$ cat config.mk
export PLATFORM = sky130hd
export DESIGN_NAME = gcd_engine
export DESIGN_NICKNAME = d
export VERILOG_FILES = /design/src/rtl/gcd_engine.sv
export SDC_FILE = /design/constraint.sdc
export NUM_CORES = 1
export LEC_CHECK = 0
export CAP_MARGIN = 10
export CORE_ASPECT_RATIO = 1.1
export CORE_UTILIZATION = 45
export DETAILED_ROUTE_END_ITERATION = 8
export HOLD_SLACK_MARGIN = 0.15
export PLACE_DENSITY = 0.7
export SYNTH_ARGS = -nofsm -noshare
export SYNTH_HDL_FRONTEND = slang
export SYNTH_SLANG_ARGS = --single-unit
$ cat constraint.sdc
create_clock -name clk -period 7 [get_ports clk]
set_clock_uncertainty 0.15 [all_clocks]
set_input_delay 1.05 -clock clk [delete_from_list [all_inputs] [get_ports clk]]
set_output_delay 1.05 -clock clk [all_outputs]
set_load 0.02 [all_outputs]
$ cat src/rtl/gcd_engine.sv
// GCD engine: valid/ready wrapped controller plus operand datapath, computing gcd(in_a, in_b)
// with either subtractive Euclid (ALGO=0) or binary Stein (ALGO=1), one iteration per cycle.
module gcd_engine #(
    parameter int WIDTH     = 16,
    parameter int ALGO      = 0,
    parameter int CNT_WIDTH = 16
) (
    input  logic                 clk,
    input  logic                 reset,
    input  logic                 in_valid,
    output logic                 in_ready,
    input  logic [WIDTH-1:0]     in_a,
    input  logic [WIDTH-1:0]     in_b,
    input  logic                 abort,
    output logic                 out_valid,
    input  logic                 out_ready,
    output logic [WIDTH-1:0]     out_gcd,
    output logic [CNT_WIDTH-1:0] out_cycles
);

    localparam int K_WIDTH = $clog2(WIDTH) + 1;

    typedef enum logic [1:0] {
        IDLE,
        RUN,
        DONE
    } stateType;

    stateType             state;
    stateType             stateNext;
    logic [WIDTH-1:0]     opA;
    logic [WIDTH-1:0]     opB;
    logic [WIDTH-1:0]     opANext;
    logic [WIDTH-1:0]     opBNext;
    logic [K_WIDTH-1:0]   shiftK;
    logic [K_WIDTH-1:0]   shiftKNext;
    logic [CNT_WIDTH-1:0] cnt;
    logic [CNT_WIDTH-1:0] cntInc;
    logic [WIDTH-1:0]     resultValue;
    logic                 finish;

    // NOTE: sequential state uses non-blocking (<=) so every register samples pre-edge values.
    always_ff @(posedge clk or posedge reset) begin
        if (reset) begin
            state <= IDLE;
        end else begin
            state <= stateNext;
        end
    end

    // NOTE: every combinational output gets a default first, otherwise a latch is inferred.
    always_comb begin
        stateNext = state;
        unique case (state)
            IDLE:    if (in_valid) stateNext = RUN;
            RUN: begin
                if (abort) begin
                    stateNext = IDLE;
                end else if (finish) begin
                    stateNext = DONE;
                end
            end
            DONE:    if (out_ready) stateNext = IDLE;
            default: stateNext = IDLE;
        endcase
    end

    assign in_ready  = (state == IDLE);
    assign out_valid = (state == DONE);

    // Saturating RUN-cycle counter; the terminating cycle is included.
    assign cntInc = (cnt == '1) ? cnt : cnt + CNT_WIDTH'(1);

    // One algorithm iteration, evaluated from the current operand registers.
    always_comb begin
        opANext     = opA;
        opBNext     = opB;
        shiftKNext  = shiftK;
        finish      = 1'b0;
        resultValue = '0;
        if (ALGO == 0) begin
            if (opA == '0 || opB == '0) begin
                finish      = 1'b1;
                resultValue = opA | opB;
            end else if (opA == opB) begin
                finish      = 1'b1;
                resultValue = opA;
            end else if (opA > opB) begin
                opANext = opA - opB;
            end else begin
                opBNext = opB - opA;
            end
        end else begin
            if (opA == '0 || opB == '0) begin
                finish      = 1'b1;
                resultValue = (opA | opB) << shiftK;
            end else if (!opA[0] && !opB[0]) begin
                opANext    = opA >> 1;
                opBNext    = opB >> 1;
                shiftKNext = shiftK + K_WIDTH'(1);
            end else if (!opA[0]) begin
                opANext = opA >> 1;
            end else if (!opB[0]) begin
                opBNext = opB >> 1;
            end else if (opA >= opB) begin
                opANext = (opA - opB) >> 1;
            end else begin
                opBNext = (opB - opA) >> 1;
            end
        end
    end

    always_ff @(posedge clk or posedge reset) begin
        if (reset) begin
            opA        <= '0;
            opB        <= '0;
            shiftK     <= '0;
            cnt        <= '0;
            out_gcd    <= '0;
            out_cycles <= '0;
        end else begin
            unique case (state)
                IDLE: begin
                    if (in_valid) begin
                        opA    <= in_a;
                        opB    <= in_b;
                        shiftK <= '0;
                        cnt    <= '0;
                    end
                end
                RUN: begin
                    // Abort abandons the operands; nothing reaches the output registers.
                    if (!abort) begin
                        opA    <= opANext;
                        opB    <= opBNext;
                        shiftK <= shiftKNext;
                        cnt    <= cntInc;
                        if (finish) begin
                            out_gcd    <= resultValue;
                            out_cycles <= cntInc;
                        end
                    end
                end
                default: ;
            endcase
        end
    end

endmodule

==> results of run 1 <==
[registers in the layout, indices dropped and copies added (netlist names)]
register    flops
cnt            16
opA            16
opB            16
out_cycles     16
out_gcd        16
state           2
[cells in the final DEF, fill, tap and decap left out, types with 4 or more instances in the layout]
cell type and instances:
a221oi_1 6, o21ai_0 64, and3_1 4, nand4_1 4, nand3_1 13, clkbuf_16 9, mux2_2 7, and2_1 5
a21oi_1 56, nand2_1 77, dfrtp_1 82, xor2_1 8, a221oi_2 4, nand2b_1 13, nor4_1 12, nor3_1 7
inv_1 59, a211oi_1 8, o21bai_1 6, nor2_1 63, mux2i_1 12, xnor2_1 27, ha_1 48, nor2b_1 4
o31ai_1 10, buf_4 4, nor3b_1 5, clkdlybuf4s50_1 70
[kinds of logic (layout without fill, tap and decap cells)]
family / Yosys count / after routing / share of synthesized area, %
compound gates: 187 / 187 / 20.3
xor+xnor: 35 / 35 / 5.14
fa+ha+maj: 50 / 50 / 10.7
buf+inv: 100 / 150 / 7.39
flops: 82 / 82 / 34.4
mux: 21 / 21 / 3.71
simple gates: 223 / 223 / 18.3
[metal layers]
metal / track usage [%] / vias to the layer above / routed length (microns)
met5: 0 / - / 0
met4: 12.1 / 0 / 468
met3: 3.21 / 31 / 705
met2: 44.1 / 174 / 8210
met1: 32.8 / 2489 / 7310
li1: - / 2507 / -
[stage by stage]
stage / setup WS, ps / hold slack [ps] / cell area (sq um) / util, %
floorplan: 3690 / 342 / 5960 / -
global placement: 3170 / 311 / 6680 / 52.4
CTS: 3300 / 333 / 6960 / 54.6
finish: 3270 / 326 / 6960 / 54.6
detailed placement: 2930 / 320 / 6680 / 52.4
global route: 2960 / 356 / 6960 / 54.6
[final timing paths]
kind,from,endpoint,slack [ps],depth (start not counted)
max in group asynchronous,reset,out_cycles[1],4790,3
max,in_valid,out_cycles[13],3270,6
min in group asynchronous,reset,opB[1],1210,3
min reg2reg,out_cycles[5],out_cycles[5],330,2
max reg2reg,opA[11],opA[11],3380,9
min,out_cycles[5],out_cycles[5],330,2
[final cells by class]
| type | count | area share (%) |
|---|---|---|
| tap | 157 | 2.82 |
| clock buffer | 10 | 3.29 |
| multi-input combinational | 516 | 49.8 |
| sequential | 82 | 29.5 |
| timing repair buffer | 74 | 10.5 |
| clock inverter | 5 | 0.808 |
| inverter | 61 | 3.31 |
[power breakdown]
group	switching, mW	total (mW)	internal [mW]	leakage [nW]
registers	0.151	0.739	0.589	1.04
clock network	0.201	0.475	0.274	0.138
logic	1.28	2.15	0.871	1.91
[cells in the mapped netlist, types with 13 or more instances]
cell type / count / area (sq um)
buf_2: 15 / 75.1
clkbuf_1: 17 / 63.8
nand2b_1: 13 / 81.3
dfrtp_1: 82 / 2050
xnor2_1: 27 / 236
nor2_1: 63 / 236
ha_1: 48 / 601
inv_1: 60 / 225
o21ai_0: 64 / 320
a21oi_1: 56 / 280
nand2_1: 77 / 289
nand3_1: 13 / 65.1
[critical path: stages]
cell and delay, ps:
clkdlybuf4s50_1 490, mux2i_1 70, nor2_1 680, nand2_1 780, a311o_1 520, o21ai_0 220
==> flow_summary.toml, run 1 <==
[power]
leakage_nw = 3.09
p_per_area_nw_per_um2 = 483
max-vdd-ir-drop_v = 0.000210
p_total_mw = 3.37

[finish]
final_net_count = 831
antenna-diode-count = 0
fillers = 1231
regArea_sq_um = 2050
multiInputGateArea_sq_um = 3470
syn2layout_area_growth_pct = 16.8
drive_above_1_share_pct = 5.88
final_cells = 905

[clocking]
cts-root-buf = "clkbuf_16"
cts.clk_slew.worst_paths_ps = 60
clkLatencyLatePin_ps = 350
cts_setup_buffers = 0
cts_max_level = 3
cts_tree = "built"
holdBufCountCts = 0
cts_buffers = 9
clock-sinks = 82
clk_path_buf_depth = 2
cts.repair.resized = 0

[placement]
port_buffers = 70
dp_cells = 890
gp_congestion = 0.937
dpl.hpwl_microns = 12400

[die]
initial_core_util_pct = 46.8
dieArea_sq_um = 13700
design.core.area_sq_um = 12800
fp-row-count = 43
die_x_microns = 112
die_y_microns = 123
pin_count = 71

[global_route]
grt_util_all_layers_pct = 25.8
grt_start_max_net_pins = 83
grt_pass1_vias = 5220
gr-total-overflow = 0
antenna_found_initial = 0
grt_pass1_wl_microns = 27200

[sta]
tightest_slew_ps = 1080
period_needed_ps = 3730
maxSlewHeadroom_pct = 27.7
post-route-period-util_pct = 53.2
final.setup.tns_ps = 0
hold_viol = 0
rsz0062_at_grt = "false"
final-max-slew-violation-count = 0
fmax_mhz = 268
setup_viol = 0

[setup_path]
worstPathMaxFanout = 29
crit_required_ps = 7090
critPathLaunchType = "input port"
critPathKind = "input port to flip-flop"
endpoint_kind = "flip-flop"
crit_arrival_ps = 3820

[hold_path]
hold_class = "flip-flop to flip-flop"

[synth]
syn-num-nets = 785
syn_inst = 698
yosysWarnings = 0
ys_async_sr_fraction_pct = 100
synth_cell_types = 70
synth-edff-count = 0
ys_seq_area_share_pct = 34.4
synth_flop_cell = "dfrtp_1"
ys_ff_latch = 82
syn_avg_cell_area_sq_um = 8.54
netlist_area_sq_um = 5960

[run_status]
status = "finished with violations"
violations = "design-rule violations"

[route]
ant_nets = 0
wl_microns = 16700
dr.pass1.iters = 9
drcViolationCount = 6
via_per_inst = 5.75
wl_per_cell_microns = 18.4
drt_iter0_markers = 337
num_vias = 5201

[job]
maxCapViolations = 0
Note: power is estimated with default switching activity, not from simulation.
==> inputs of run 2 (changes only) <==
Settings changed: PLACE_DENSITY 0.7 to 0.72.
Clock period 7 ns to 3 ns, I/O delays scaled along.
==> run 2 against run 1 <==
Sequential share of layout area down 1.9 points. Combinational power increased to 2.7 times the previous value. The flow still finishes with violations (design-rule violations). Flip-flop and latch count unchanged. Critical endpoint is now opB[7]. Utilization up 3.8 points.
==> flow_summary.toml, run 2 (synthesis gave the netlist of run 1 again) <==
[setup_path]
crit_arrival_ps = 3000
r2r-end = "opB[7]"
ff2ff_path_depth = 11
endpoint_kind = "flip-flop"
critPathKind = "flip-flop to flip-flop"
worstPathMaxFanout = 13
critPathLaunchType = "flip-flop"
crit_required_ps = 3130
reg2reg_from = "opB[14]"
r2r_slack_ps = 130

[clocking]
cts_buffers = 9
cts.clk_slew.worst_paths_ps = 60
clkLatencyLatePin_ps = 350
cts_tree = "built"
cts-root-buf = "clkbuf_16"
cts_max_level = 3
clock-sinks = 82
clk_path_buf_depth = 2

[route]
dr.pass1.iters = 8
ant_nets = 0
num_vias = 5469
wl_per_cell_microns = 17.9
via_per_inst = 5.71
wl_microns = 17100
drcViolationCount = 10
drt_iter0_markers = 381

[power]
leakage_nw = 3.36
pwr-share-comb_pct = 66.9
p_per_area_nw_per_um2 = 1150
clkPwrFrac_pct = 14.1
max-vdd-ir-drop_v = 0.000645
power.switching_mw = 3.89
pwr-share-seq_pct = 19.0
p_int_mw = 4.70
p_sw_share_pct = 45.3

[global_route]
grt_start_max_net_pins = 58
antenna_found_initial = 0
gr-total-overflow = 0
grt_pass1_vias = 5405
grt_pass1_wl_microns = 27400
grt_util_all_layers_pct = 26.0

[finish]
final_cell_mix = "dfrtp_1, nand2_1, clkdlybuf4s50_1"
syn2layout_area_growth_pct = 25.0
layout_commonest_cell = "dfrtp_1"
final_net_count = 882
antenna-diode-count = 0
fin_util_pct = 58.4
drive_above_1_share_pct = 13.3
final_cells = 957

[placement]
dp_cells = 940
port_buffers = 70
dpl.hpwl_microns = 13100
gp_congestion = 0.945

[die]
die_x_microns = 112
die_y_microns = 123
initial_core_util_pct = 46.8
dieArea_sq_um = 13700
design.core.area_sq_um = 12800
fp-row-count = 43
pin_count = 71

[sta]
hold_ws_ps = 287
tightest_slew_ps = 600
post-route-period-util_pct = 95.7
fmax_mhz = 348
final.setup.tns_ps = 0
final-max-slew-violation-count = 0
setup_viol = 0
period_needed_ps = 2870
maxSlewHeadroom_pct = 59.8
rsz0062_at_grt = "false"
hold_viol = 0

[hold_path]
hold_class = "input port to asynchronous set/reset pin"

[run_status]
violations = "design-rule violations"
status = "finished with violations"

[job]
maxCapViolations = 0
[run 2: cell types whose count changed in the layout (fill, tap and decap cells not counted), moves of 2 or more]
cell / change
buf_12: +2
ha_1: -2
inv_1: -2
inv_2: +2
nand3_2: +2
nand3_1: -2
clkbuf_1: +3
buf_4: +49
clkinv_2: -2
[run 2: final cells by class]
| cell class | instances | area (sq um) |
|---|---|---|
| well taps | 157 | 196 |
| clock buffers | 14 | 254 |
| repair buffers | 125 | 1140 |
| clock inverters | 2 | 60.1 |
| fillers | 1150 | 5300 |
| flip-flops and latches | 82 | 2050 |
| inverters | 61 | 230 |
| multi-input cells | 516 | 3520 |
[run 2: how the worst max path moves through the flow]
stage / start / to / depth (start not counted)
after floorplan: opA[0] / opA[15] / 12
after CTS: opB[1] / out_gcd[2] / 10
after detailed placement: opB[1] / out_gcd[4] / 10
final: opB[14] / opB[7] / 11
after global placement: opB[1] / out_gcd[3] / 10
after global routing: opA[2] / opA[15] / 9
[run 2: power by group through the flow]
stage	clock (mW)	combinational (mW)	sequential (mW)
global route	1.27	6.23	1.66
CTS	1.23	5.56	1.62
floorplan	0	3.93	1.61
global placement	0	5.45	1.62
finish	1.21	5.74	1.63
detailed placement	0	5.51	1.64
[run 2: repair_timing]
item,in CTS,in global routing
hold buffers,0,0
buffers inserted,0,1
resized for setup,0,14
endpoints found under the setup margin,0,54
[run 2: metal layers]
metal	vias to the layer above	track usage, %	part of all wire, %
li1	2601	-	-
met1	2620	30.9	41
met2	202	45.3	50
met3	46	3.85	5.1
met4	0	14.4	4.2
met5	-	0	0
[run 2: through the flow]
| stage | worst slack [ps] | power (mW) | instance area (sq um) |
|---|---|---|---|
| after floorplan | 130 | 5.55 | 5960 |
| after global placement | 167 | 7.08 | 7080 |
| after global routing | 7.10 | 9.17 | 7450 |
| final | 128 | 8.59 | 7450 |
| after detailed placement | 81.2 | 7.15 | 7080 |
| after CTS | 56.2 | 8.41 | 7390 |
[run 2: critical path: stages (launching register included)]
cell	delay, ps
dfrtp_1	450
inv_1	90
ha_1	340
nor4_4	350
and4_1	260
nand3_2	130
and3_4	230
a31oi_4	220
buf_4	190
buf_4	190
a211oi_1	60
a21oi_1	130
